===== src/rtl/bsg_mem_1rw_sync_segmented_req_ctrl.sv =====
// Credit-gated request front-end for a segmented 1rw sync memory, with a response FIFO.
// Optional write acknowledgements: define BSG_MEM_SEG_REQ_CTRL_WRITE_ACK_EN.
`ifndef BSG_SAFE_CLOG2
`define BSG_SAFE_CLOG2(x) (((x) == 1) ? 1 : $clog2(x))
`endif

module bsg_mem_1rw_sync_segmented_req_ctrl #(
  parameter int width_p        = 32,
  parameter int els_p          = 64,
  parameter int num_segments_p = 4,
  parameter int buf_els_p      = 2,
  localparam int lg_els_lp     = `BSG_SAFE_CLOG2(els_p)
) (
  input  logic                      clk_i,
  input  logic                      reset_i,
  input  logic                      v_i,
  output logic                      ready_o,
  input  logic                      w_i,
  input  logic [num_segments_p-1:0] seg_en_i,
  input  logic [lg_els_lp-1:0]      addr_i,
  input  logic [width_p-1:0]        data_i,
  input  logic [width_p-1:0]        w_mask_i,
  output logic [num_segments_p-1:0] mem_v_o,
  output logic                      mem_w_o,
  output logic [lg_els_lp-1:0]      mem_addr_o,
  output logic [width_p-1:0]        mem_data_o,
  output logic [width_p-1:0]        mem_w_mask_o,
  input  logic [width_p-1:0]        mem_data_i,
  output logic                      v_o,
  output logic [width_p-1:0]        data_o,
  output logic [num_segments_p-1:0] seg_v_o,
  input  logic                      yumi_i
);

  localparam int seg_w_lp = width_p / num_segments_p;
  localparam int ptr_w_lp = `BSG_SAFE_CLOG2(buf_els_p);
  localparam int cnt_w_lp = $clog2(buf_els_p + 1);
  localparam logic [cnt_w_lp:0] buf_els_lp = (cnt_w_lp + 1)'(buf_els_p);

  logic                      acc, infl_acc;
  logic                      infl_r;
  logic [num_segments_p-1:0] infl_seg_r;
  logic [cnt_w_lp-1:0]       count_r;
  logic [ptr_w_lp-1:0]       rd_ptr_r, wr_ptr_r;
  logic [cnt_w_lp:0]         used;
  logic                      push, pop;
  logic [width_p-1:0]        rd_masked, push_data;

  logic [width_p-1:0]        fifo_data [buf_els_p];
  logic [num_segments_p-1:0] fifo_seg  [buf_els_p];

  // Outstanding responses = FIFO entries plus the one request still in the memory.
  assign used    = {1'b0, count_r} + (cnt_w_lp + 1)'(infl_r);
  assign ready_o = ~reset_i & (used < buf_els_lp);
  assign acc     = v_i & ready_o;

  assign mem_v_o      = {num_segments_p{acc}} & seg_en_i;
  assign mem_w_o      = w_i;
  assign mem_addr_o   = addr_i;
  assign mem_data_o   = data_i;
  assign mem_w_mask_o = w_mask_i;

  // Memory outputs for disabled segments are not defined, so force them to zero.
  for (genvar s = 0; s < num_segments_p; s++) begin : g_seg
    assign rd_masked[s*seg_w_lp +: seg_w_lp] =
      infl_seg_r[s] ? mem_data_i[s*seg_w_lp +: seg_w_lp] : '0;
  end

`ifdef BSG_MEM_SEG_REQ_CTRL_WRITE_ACK_EN
  logic infl_w_r;
  assign infl_acc  = acc;
  assign push_data = infl_w_r ? '0 : rd_masked;

  always_ff @(posedge clk_i or posedge reset_i) begin
    if (reset_i)       infl_w_r <= 1'b0;
    else if (infl_acc) infl_w_r <= w_i;
  end
`else
  assign infl_acc  = acc & ~w_i;
  assign push_data = rd_masked;
`endif

  assign push = infl_r;
  assign v_o  = (count_r != '0);
  assign pop  = yumi_i & v_o;

  function automatic logic [ptr_w_lp-1:0] ptr_inc(input logic [ptr_w_lp-1:0] p);
    return (p == ptr_w_lp'(buf_els_p - 1)) ? '0 : p + ptr_w_lp'(1);
  endfunction

  always_ff @(posedge clk_i or posedge reset_i) begin
    if (reset_i) begin
      infl_r     <= 1'b0;
      infl_seg_r <= '0;
      count_r    <= '0;
      rd_ptr_r   <= '0;
      wr_ptr_r   <= '0;
    end else begin
      infl_r <= infl_acc;
      if (infl_acc) infl_seg_r <= seg_en_i;
      if (push)     wr_ptr_r   <= ptr_inc(wr_ptr_r);
      if (pop)      rd_ptr_r   <= ptr_inc(rd_ptr_r);
      case ({push, pop})
        2'b10:   count_r <= count_r + cnt_w_lp'(1);
        2'b01:   count_r <= count_r - cnt_w_lp'(1);
        default: count_r <= count_r;
      endcase
    end
  end

  always_ff @(posedge clk_i) begin
    if (push) begin
      fifo_data[wr_ptr_r] <= push_data;
      fifo_seg[wr_ptr_r]  <= infl_seg_r;
    end
  end

  // Storage is not reset; gating by v_o keeps outputs at zero whenever the FIFO is empty.
  assign data_o  = v_o ? fifo_data[rd_ptr_r] : '0;
  assign seg_v_o = v_o ? fifo_seg[rd_ptr_r]  : '0;

`ifndef SYNTHESIS
  width_div_a: assert property (@(posedge clk_i) (width_p % num_segments_p) == 0)
    else $error("width_p must be divisible by num_segments_p");
  buf_els_a: assert property (@(posedge clk_i) buf_els_p >= 1)
    else $error("buf_els_p must be >= 1");
  yumi_legal_a: assert property (@(posedge clk_i) disable iff (reset_i) yumi_i |-> v_o)
    else $error("yumi_i asserted without v_o");
  no_overflow_a: assert property (@(posedge clk_i) disable iff (reset_i)
    (push & ~pop) |-> (count_r < cnt_w_lp'(buf_els_p)))
    else $error("response FIFO overflow");
`endif

endmodule


===== config.mk =====
export PLATFORM = sky130hd
export DESIGN_NAME = bsg_mem_1rw_sync_segmented_req_ctrl
export DESIGN_NICKNAME = d
export VERILOG_FILES = /design/src/rtl/bsg_mem_1rw_sync_segmented_req_ctrl.sv
export SDC_FILE = /design/constraint.sdc
export NUM_CORES = 1
export LEC_CHECK = 0
export ABC_AREA = 1
export CAP_MARGIN = 20
export CORE_ASPECT_RATIO = 1.1
export CORE_MARGIN = 2
export CORE_UTILIZATION = 39
export CTS_CLUSTER_SIZE = 14
export DETAILED_ROUTE_END_ITERATION = 16
export GPL_ROUTABILITY_DRIVEN = 0
export PLACE_DENSITY_LB_ADDON = 0.05
export SYNTH_ARGS = -nofsm -noshare
export SYNTH_HDL_FRONTEND = slang
export SYNTH_SLANG_ARGS = --single-unit

===== constraint.sdc =====
create_clock -name clk_i -period 3 [get_ports clk_i]
set_input_delay 0.6 -clock clk_i [delete_from_list [all_inputs] [get_ports clk_i]]
set_output_delay 0.6 -clock clk_i [all_outputs]
set_load 0.01 [all_outputs]

After elaboration in Yosys (flattened, before gate mapping)
Memories as Yosys holds them, arrays and structs flattened.
Index checks and enable logic that the tools add are counted.
- bits in registers: 9
- bits in writable memories: 72
- bits of input ports: 111
- output and inout bits: 113
- logic and storage cells: 35
- memories: 2
- add/sub/neg operators: 5
- order comparisons: 1
- equality and inequality tests: 2
- multiplexer cells: 11
- bitwise logic cells: 7
- reduce and logical (&&, ||, !) cells: 2
- memories (name ; words ; width ; rd ports ; clocked after memory_dff ; wr ports ; RTL line ; source):
    fifo_data ; 2 ; 32 ; 1 ; 0 ; 1 ; 49 ; logic [width_p-1:0] fifo_data [buf_els_p];
    fifo_seg ; 2 ; 4 ; 1 ; 0 ; 1 ; 50 ; logic [num_segments_p-1:0] fifo_seg [buf_els_p];
- operators with widths (cell ; count):
    $mux 32 ; 1
    $mux 8 ; 4
    $and 1x1->1 ; 4
    $and 4x4->4 ; 1
    $mux 1 ; 4
    $mux 4 ; 1
    $pmux 2 s2 ; 1
    $reduce_bool 2->1 ; 2
    $add 2x1->3 ; 1
    $lt 3x2->1 const B ; 1
    $add 1x1->1 const B ; 2
    $add 2x1->2 const B ; 1
    $eq 2x1->1 const B ; 1
    $eq 2x2->1 const B ; 1
    $not 1->1 ; 2
    $sub 2x1->2 const B ; 1

Depth between registers and ports, before layout
Gate-level depths: netlist (run 1).
- word-level depth: 5
- depth in mapped cells: 7
- depth with buffers taken out: 7

Least setup slack after synthesis (run 1)
No wires, ideal clock.
- kind: register -> register
- start point: register infl_r
- end point: memory fifo_data[0][0], enable pin
- library setup time: 429 ps
- data arrival time: 1964 ps
- data required time: 2571 ps
- slack: 606 ps
- cell stages (with the launch flop): 3
- path buffers: 0
- period minus slack after synthesis: 2394 ps
- cell sequence: dfrtp_1 -> inv_1 -> nor2_1
- longest elaborated chain between the ends: 2
- RTL lines (item ; RTL line ; source):
    start: declaration ; 41 ; logic infl_r;
    start signal: assignment ; 99 ; infl_r <= infl_acc;
    $mux 1 ; 112 ; if (push) begin
    $mux 1 (implied by the code) ; 113 ; fifo_data[wr_ptr_r] <= push_data;
    end: declaration ; 49 ;
Every way passes these cells.

Final worst setup path (run 1)
- start point: register rd_ptr_r
- end point: output data_o[12]
- longest elaborated chain between the ends: 2
- RTL lines (item ; RTL line ; source):
    start: declaration ; 44 ; logic [ptr_w_lp-1:0] rd_ptr_r, wr_ptr_r;
    start signal: assignment ; 102 ; if (pop) rd_ptr_r <= ptr_inc(rd_ptr_r);
    $mem_v2 2x32 ; n/a ;
    $mux 32 ; 119 ; assign data_o = v_o ? fifo_data[rd_ptr_r] : '0;
    end: declaration ; 30 ; output logic [width_p-1:0] data_o,
Every way passes these cells.

==> out/metrics.yaml, run 1 <==
status: "finished, final reports clean"
maxCapViolCount: 0
die_w_um: 101
areaGrowthSynthToFinish_pct: 19.4
p_sw_share_pct: 32.8
post_synth_mux_area_share_pct: 0
yosysWarningCount: 0
drt_wl_total_mm: 8.20
antenna_left: 0
clkPwrFrac_pct: 27.0
power_frac_seq_pct: 34.8
path_max_fanout: 24
r2r_start: "count_r[0]$_DFFE_PP0P_"
clk_path_buf_depth: 2
switching_power_mw: 1.49
routed-via-count: 2445
p_int_mw: 3.06
core-area_um2: 10300
syn_nets: 501
synthesis.instances: 389
end_kind: "primary output"
power_density_nw_per_um2: 936
syn_area_um2: 4070
cts_inserted_buffers: 9
fin_crit_ns: 2.68
critical_path_required_ns: 2.40
synth_compound_area_share_pct: 7.11
final_core_util_pct: 47.2
post-place-cells: 536
rows: 39
die-area_um2: 11300
synth_adder_area_share_pct: 0.308
fin_setup_tns_ns: 0
critPathCapture: "data_o[12]"
cts_root_buffer: "clkbuf_16"
antenna_found_initial: 0
drive_above_1_share_pct: 13.9
final_common_cell: "nand2_1"
worstSetupStartpointType: "register"
ys_ff_latch: 81
hpwl_mm: 5.34
die_y_um: 111
start_util_pct: 39.5
synth_top_family_by_area: "buffers and inverters"
maxSlewHeadroom_pct: 42.2
insertion_delay_ns: 0.33
drt_iter0_markers: 113
reg2reg_depth: 7
reg2reg_slack_ns: 1.01
seq_area_frac_synth_pct: 58.7
path_class: "reg2out"
post_cts_buffers: 0
setup_violations: 0
mostFrequentLayoutCells: "nand2_1, clkdlybuf4s50_1, edfxtp_1"
viasPerCell: 4.43
cts_sinks: 81
grt_pass1_vias: 2580
synth.distinct_cells: 20
p_leak_nw: 2.00
post-route-period-util_pct: 89.3
portBuffers: 83
htree_num_levels: 3
synth.avg_cell_area_um2: 10.5
pin_count: 224
cp.arrival_ns: 2.08
antenna_cells: 0
min_path_type: "reg2reg"
first_pass_iters: 4
maxSlewViolCount: 0
critPathLaunch: "rd_ptr_r$_DFFE_PP0P_"
combPwrFrac_pct: 38.2
routedWlPerCell_um: 14.9
nets: 516
hold_slack_ns: 0.528
drcViolationCount: 0
synth_simple_gate_area_share_pct: 13.0
grt_pass1_wl_mm: 13.0
finalHoldViolCount: 0
timing.rr.end: "count_r[1]$_DFFE_PP0P_"
fin_cells: 552
skew_ns: 0.00376
grt_setup_unrepaired: "no"
synthXorXnorAreaFrac_pct: 0.862
holdBufCountCts: 0
max_freq_mhz: 373
overflow: 0
cts_tree: "done"
tightest_slew_ns: 0.866
peakVddDrop_uv: 426
grt_max_degree: 38
path_clk_slew_ns: 0.06
grt_usage_pct: 15.4
## power groups by stage
stage / logic (mW) / clock network, mW / registers (mW)
2_1_floorplan: 1.13 / 0 / 1.49
3_3_place_gp: 1.76 / 0 / 1.61
3_5_place_dp: 1.77 / 0 / 1.61
4_1_cts: 1.78 / 1.26 / 1.59
5_1_grt: 1.92 / 1.30 / 1.61
6_report: 1.74 / 1.23 / 1.58
## state kept, by name (all words and copies together), names as in the netlist
register,flops
fifo_data,64
fifo_seg,8
infl_seg_r,4
count_r,2
infl_r,1
rd_ptr_r,1
wr_ptr_r,1
## Yosys cell counts
cell type,count,area (um^2)
nand2_1,121,454
buf_4,74,556
edfxtp_1,72,2160
inv_1,47,176
a21oi_2,29,254
dfrtp_1,9,225
a21oi_1,7,35.0
nor2_1,6,22.5
buf_2,4,20.0
buf_6,4,45.0
clkbuf_1,4,15.0
xor2_1,3,26.3
nor2_4,2,22.5
clkinv_1,1,3.75
ha_1,1,12.5
nand3_1,1,5.00
nand3_2,1,10.0
nand4_1,1,6.26
nor2_2,1,6.26
xnor2_1,1,8.76
## logic make-up (layout without fill, tap and decap cells)
logic type | count (synthesis) | in the layout
AO/OA/AOI/OAI | 36 | 36
XOR/XNOR | 4 | 4
adder cells (fa/ha/maj) | 1 | 1
buffers and inverters | 134 | 154
flip-flops | 81 | 81
AND/OR/NAND/NOR | 133 | 133
## worst min-delay path by stage
stage	startpoint	to	slack, ns	cells after the start
6_report	infl_r$_DFF_PP0_	wr_ptr_r$_DFFE_PP0P_	0.53	1
5_1_grt	infl_r$_DFF_PP0_	wr_ptr_r$_DFFE_PP0P_	0.56	1
4_1_cts	infl_r$_DFF_PP0_	wr_ptr_r$_DFFE_PP0P_	0.53	1
3_5_place_dp	infl_r$_DFF_PP0_	wr_ptr_r$_DFFE_PP0P_	0.53	1
3_3_place_gp	infl_r$_DFF_PP0_	wr_ptr_r$_DFFE_PP0P_	0.51	1
2_1_floorplan	reset_i	count_r[0]$_DFFE_PP0P_	0.43	1
## timing repair
action                                  CTS  global route
endpoints found under the setup margin    0            14
hold endpoints to repair                  0             0
gates resized for setup                   0             1
## cell type report
class / instances / area (um^2)
sequential: 81 / 2390
fill: 969 / 5440
multi-input combinational: 174 / 876
inverter: 48 / 184
clock buffer: 10 / 229
clock inverter: 6 / 106
tap: 143 / 179
timing repair buffer: 90 / 896
## critical path, cell delays in order (launching register included)
cell	delay, ns
dfrtp_1	0.39
clkinvlp_4	0.41
buf_4	0.33
nand2_1	0.07
a21oi_2	0.05
clkdlybuf4s50_1	0.50
## per-layer routing
metal	track usage, %	part of all wire (%)	routed length [um]
met1	18.0	41	3400
met2	24.5	47	3880
met3	5.30	7.1	584
met4	8.11	4.2	341
met5	0	0	0
## metrics by stage
step / area, um^2 / setup WS (ns) / power [mW]
after floorplan: 4070 / 0.606 / 2.63
after global placement: 4520 / 0.384 / 3.37
after detailed placement: 4520 / 0.370 / 3.39
after CTS: 4850 / 0.000468 / 4.63
after global routing: 4860 / 0.136 / 4.82
final: 4860 / 0.321 / 4.55
Power figures use the tool's default switching activity.
==> run 2, diff against run 1 <==
- REMOVE_ABC_BUFFERS: unset -> 1
==> run 2 against run 1 <==
Compared with the run above:
- worst hold slack worse by 0.017 ns
- non-clock buffer count up 1
- die area is the same
- clock power fell by 4%
- register-to-register slack better by 0.30 ns
- first-iteration DRC count is 50% lower
- largest power group unchanged
==> out/metrics.yaml, run 2 (synthesized netlist as in run 1, its figures left out) <==
final_area_um2: 4860
drcViolationCount: 0
finalHoldViolCount: 0
final_common_cell: "nand2_1"
path_cells: "clkdlybuf4s50_1, nor2_4, nand3_2, nor2_1, clkdlybuf4s50_1"
drive_above_1_share_pct: 14.4
fin_setup_tns_ns: 0
reg_top3: "fifo_data x64, fifo_seg x8, infl_seg_r x4"
end_kind: "primary output"
antenna_found_initial: 0
core-area_um2: 10300
cts_root_buffer: "clkbuf_16"
routedWlPerCell_um: 20.6
setup_violations: 0
reg2reg_depth: 6
cp.arrival_ns: 2.01
power_density_nw_per_um2: 927
maxCapViolCount: 0
worstSetupStartpointType: "input port"
hold_slack_ns: 0.511
path_class: "in2out"
insertion_delay_ns: 0.33
antenna_left: 0
die_w_um: 101
fin_crit_ns: 2.61
skew_ns: 0.00465
crit_top_cell: "clkdlybuf4s50_1"
cts_resized: 0
clk_path_buf_depth: 2
cts_sinks: 81
critical_path_required_ns: 2.40
post-route-period-util_pct: 87.0
antenna_cells: 0
cts_tree: "done"
largest_reg_flops: 64
cts_inserted_buffers: 9
first_pass_iters: 4
p_leak_nw: 2.00
tightest_slew_ns: 0.849
path_clk_slew_ns: 0.06
die_y_um: 111
worst_path_max_delay_cell: "clkdlybuf4s50_1"
maxSlewHeadroom_pct: 43.3
maxSlewViolCount: 0
drt_wl_total_mm: 11.4
grt_usage_pct: 20.3
post-place-cells: 537
drt_iter0_markers: 57
min_path_type: "reg2reg"
start_util_pct: 39.5
nets: 517
cpPeakStageDelay_ns: 0.55
routed-via-count: 2575
grt_pass1_wl_mm: 15.8
grt_pass1_vias: 2534
fin_cells: 553
regMostFlops: "fifo_data"
peakVddDrop_uv: 322
mostFrequentLayoutCells: "nand2_1, clkdlybuf4s50_1, edfxtp_1"
pin_count: 224
portBuffers: 83
seq_area_um2: 2390
grt_max_degree: 37
hpwl_mm: 8.20
nFillCells: 983
overflow: 0
placed_area_um2: 4530
max_freq_mhz: 383
areaGrowthSynthToFinish_pct: 19.5
holdBufCountCts: 0
post_cts_buffers: 0
rows: 39
die-area_um2: 11300
status: "finished, final reports clean"
viasPerCell: 4.66
grt_setup_unrepaired: "no"
min_path_cells: 1
multiInputGateArea_um2: 876
htree_num_levels: 3
path_max_fanout: 5
-- run 2: cell types whose count changed in the layout (fill, tap and decap cells not counted), sizes merged --
cell and delta:
buf +1, clkinv -1, bufinv -1, clkbuf +2
-- run 2: through the flow --
| step | setup WS [ns] | util [%] | total power [mW] |
|---|---|---|---|
| 2_1_floorplan | 0.406 | - | 2.41 |
| 3_3_place_gp | 0.410 | 44.0 | 3.35 |
| 3_5_place_dp | 0.389 | 44.0 | 3.37 |
| 4_1_cts | 0.376 | 47.2 | 4.56 |
| 5_1_grt | 0.287 | 47.2 | 4.77 |
| 6_report | 0.390 | 47.2 | 4.50 |
-- run 2: power breakdown --
| part | switching, mW | internal [mW] |
|---|---|---|
| clock | 0.407 | 0.774 |
| sequential | 0.150 | 1.42 |
| combinational | 0.916 | 0.833 |
-- run 2: cell type report --
class	count	area share, %
Clock inverter	4	1.55
Clock buffer	12	5.28
Tap cell	143	3.68
Timing Repair Buffer	91	18.6
Inverter	48	3.71
Sequential cell	81	49.2
Multi-Input combinational cell	174	18.0
-- run 2: worst paths after layout --
check / startpoint / to / slack, ns
min in group asynchronous: reset_i / infl_seg_r[2]$_DFFE_PP0P_ / 0.64
worst max-delay path: reset_i / mem_v_o[2] / 0.39
worst min register to register: infl_r$_DFF_PP0_ / wr_ptr_r$_DFFE_PP0P_ / 0.51
worst min-delay path: infl_r$_DFF_PP0_ / wr_ptr_r$_DFFE_PP0P_ / 0.51
max in group asynchronous: reset_i / rd_ptr_r$_DFFE_PP0P_ / 2.06
worst max register to register: count_r[0]$_DFFE_PP0P_ / count_r[1]$_DFFE_PP0P_ / 1.31
-- run 2: metal layers --
| metal | global-route usage (%) | up-vias | part of all wire [%] | routed length, um |
|---|---|---|---|---|
| li1 | - | 1192 | - | - |
| met1 | 21.1 | 1185 | 34 | 3840 |
| met2 | 26.8 | 145 | 42 | 4730 |
| met3 | 15.0 | 53 | 16 | 1860 |
| met4 | 16.5 | 0 | 8.2 | 934 |
| met5 | 0 | - | 0 | 0 |
-- run 2: worst max-delay path: cells and delay by family --
| kind | cells | cell delay [ns] |
|---|---|---|
| and+or+nand+nor | 3 | 0.40 |
| buffers and inverters | 2 | 1.01 |
==> run 3, diff against run 2 <==
- CORE_UTILIZATION: 39 -> 42
- clock period: 3 -> 3.34 ns (I/O delays scaled with it)
==> run 3 against run 2 <==
Compared with the run above:
- power down 16%
- combinational power down 12%
- count of clock-buffer cells in the layout up 1
- routed wire length down 7.5%
- critical endpoint is now data_o[10]
- largest cell class unchanged
- highest routed layer is now met5
==> out/metrics.yaml, run 3 (synthesized netlist as in run 1, its figures left out) <==
tightest_slew_ns: 0.891
drt_iter0_markers: 70
holdBufCountCts: 0
grt_max_degree: 38
die-area_um2: 10500
routed-via-count: 2525
cts_tree: "done"
highest_layer: "met5"
maxCapViolCount: 0
post-route-period-util_pct: 87.7
final_common_cell: "nand2_1"
end_kind: "primary output"
largest_reg_flops: 64
max_freq_mhz: 341
dr_wl_met3_mm: 1.16
final_area_um2: 4710
status: "finished, final reports clean"
hold_slack_ns: 0.546
grt_pass1_wl_mm: 14.9
path_max_fanout: 19
rows: 37
grt_usage_pct: 20.2
reg_top3: "fifo_data x64, fifo_seg x8, infl_seg_r x4"
grt_pass1_vias: 2460
pin_count: 224
peakVddDrop_uv: 316
core-area_um2: 9400
finalHoldViolCount: 0
worstSetupStartpointType: "register"
wl_met1_mm: 4.21
path_class: "reg2out"
mostFrequentLayoutCells: "nand2_1, clkdlybuf4s50_1, edfxtp_1"
fin_setup_tns_ns: 0
overflow: 0
fin_cells: 526
first_pass_iters: 4
insertion_delay_ns: 0.35
die_w_um: 97.8
power_density_nw_per_um2: 805
cts_root_buffer: "clkbuf_8"
drive_above_1_share_pct: 13.2
skew_ns: 0.00630
setup_violations: 0
wl_met2_mm: 4.54
antenna_found_initial: 0
maxSlewViolCount: 0
worst_path_max_delay_cell: "clkinv_1"
post-place-cells: 510
die_y_um: 107
clk_path_buf_depth: 2
drcViolationCount: 0
p_leak_nw: 1.95
reg2reg_slack_ns: 1.35
start_util_pct: 43.3
path_clk_slew_ns: 0.07
maxSlewHeadroom_pct: 40.2
portBuffers: 83
cts_sinks: 81
antenna_left: 0
routedWlPerCell_um: 20.0
htree_num_levels: 3
nets: 516
cts_inserted_buffers: 9
fin_crit_ns: 2.93
antenna_cells: 0
viasPerCell: 4.80
hpwl_mm: 7.40
cp.arrival_ns: 2.26
min_path_type: "reg2reg"
placed_area_um2: 4470
grt_setup_unrepaired: "no"
critical_path_required_ns: 2.67
areaGrowthSynthToFinish_pct: 15.9
total_power_mw: 3.80
cts_resized: 0
cpPeakStageDelay_ns: 0.52
path_cells: "clkinv_1, buf_4, nand2_1, a21oi_2, clkdlybuf4s50_1"
drt_wl_total_mm: 10.5
regMostFlops: "fifo_data"
post_cts_buffers: 0
## run 3: cell count changes in the layout (fill, tap and decap cells not counted), moves of 2 or more
cell	previous run	this run
clkbuf_8	2	10
clkbuf_16	9	0
clkbuf_1	1	3
clkinvlp_4	2	0
## run 3: routing by layer
| metal | vias to the layer above | GRT usage (%) |
|---|---|---|
| li1 | 1182 | - |
| met1 | 1141 | 24.2 |
| met2 | 153 | 28.0 |
| met3 | 47 | 10.0 |
| met4 | 2 | 13.5 |
| met5 | - | 4.10 |
## run 3: metrics by stage
stage / util [%] / worst slack [ns]
floorplan: - / 0.704
global placement: 47.6 / 0.448
detailed placement: 47.6 / 0.433
CTS: 50.1 / 0.345
global route: 50.1 / 0.256
finish: 50.1 / 0.411
## run 3: worst max-delay path, delay by kind of cell, from the launching register on
family / cells / cell delay [ns]
AND/OR/NAND/NOR: 1 / 0.08
AO/OA/AOI/OAI: 1 / 0.05
buffers and inverters: 3 / 1.42
flip-flops: 1 / 0.35
## run 3: final timing paths
path / from / to / cells past startpoint
max: rd_ptr_r$_DFFE_PP0P_ / data_o[10] / 5
min: infl_r$_DFF_PP0_ / wr_ptr_r$_DFFE_PP0P_ / 1
max reg2reg: wr_ptr_r$_DFFE_PP0P_ / fifo_data[1][4]$_DFFE_PP_ / 3
min reg2reg: infl_r$_DFF_PP0_ / wr_ptr_r$_DFFE_PP0P_ / 1
max in group asynchronous: reset_i / infl_seg_r[3]$_DFFE_PP0P_ / 2
min in group asynchronous: reset_i / infl_seg_r[0]$_DFFE_PP0P_ / 2
## run 3: power breakdown
| group | internal (mW) | switching (mW) |
|---|---|---|
| Sequential | 1.27 | 0.129 |
| Clock | 0.519 | 0.333 |
| Combinational | 0.724 | 0.816 |
| Total | 2.52 | 1.28 |
## run 3: layout make-up
cell class                      instances  area [um^2]
Clock buffer                           13          149
Clock inverter                          3         90.1
Multi-Input combinational cell        174          876
Tap cell                              117          146
Fill cell                             898         4690
Inverter                               48          180
Sequential cell                        81         2390
Timing Repair Buffer                   90          883
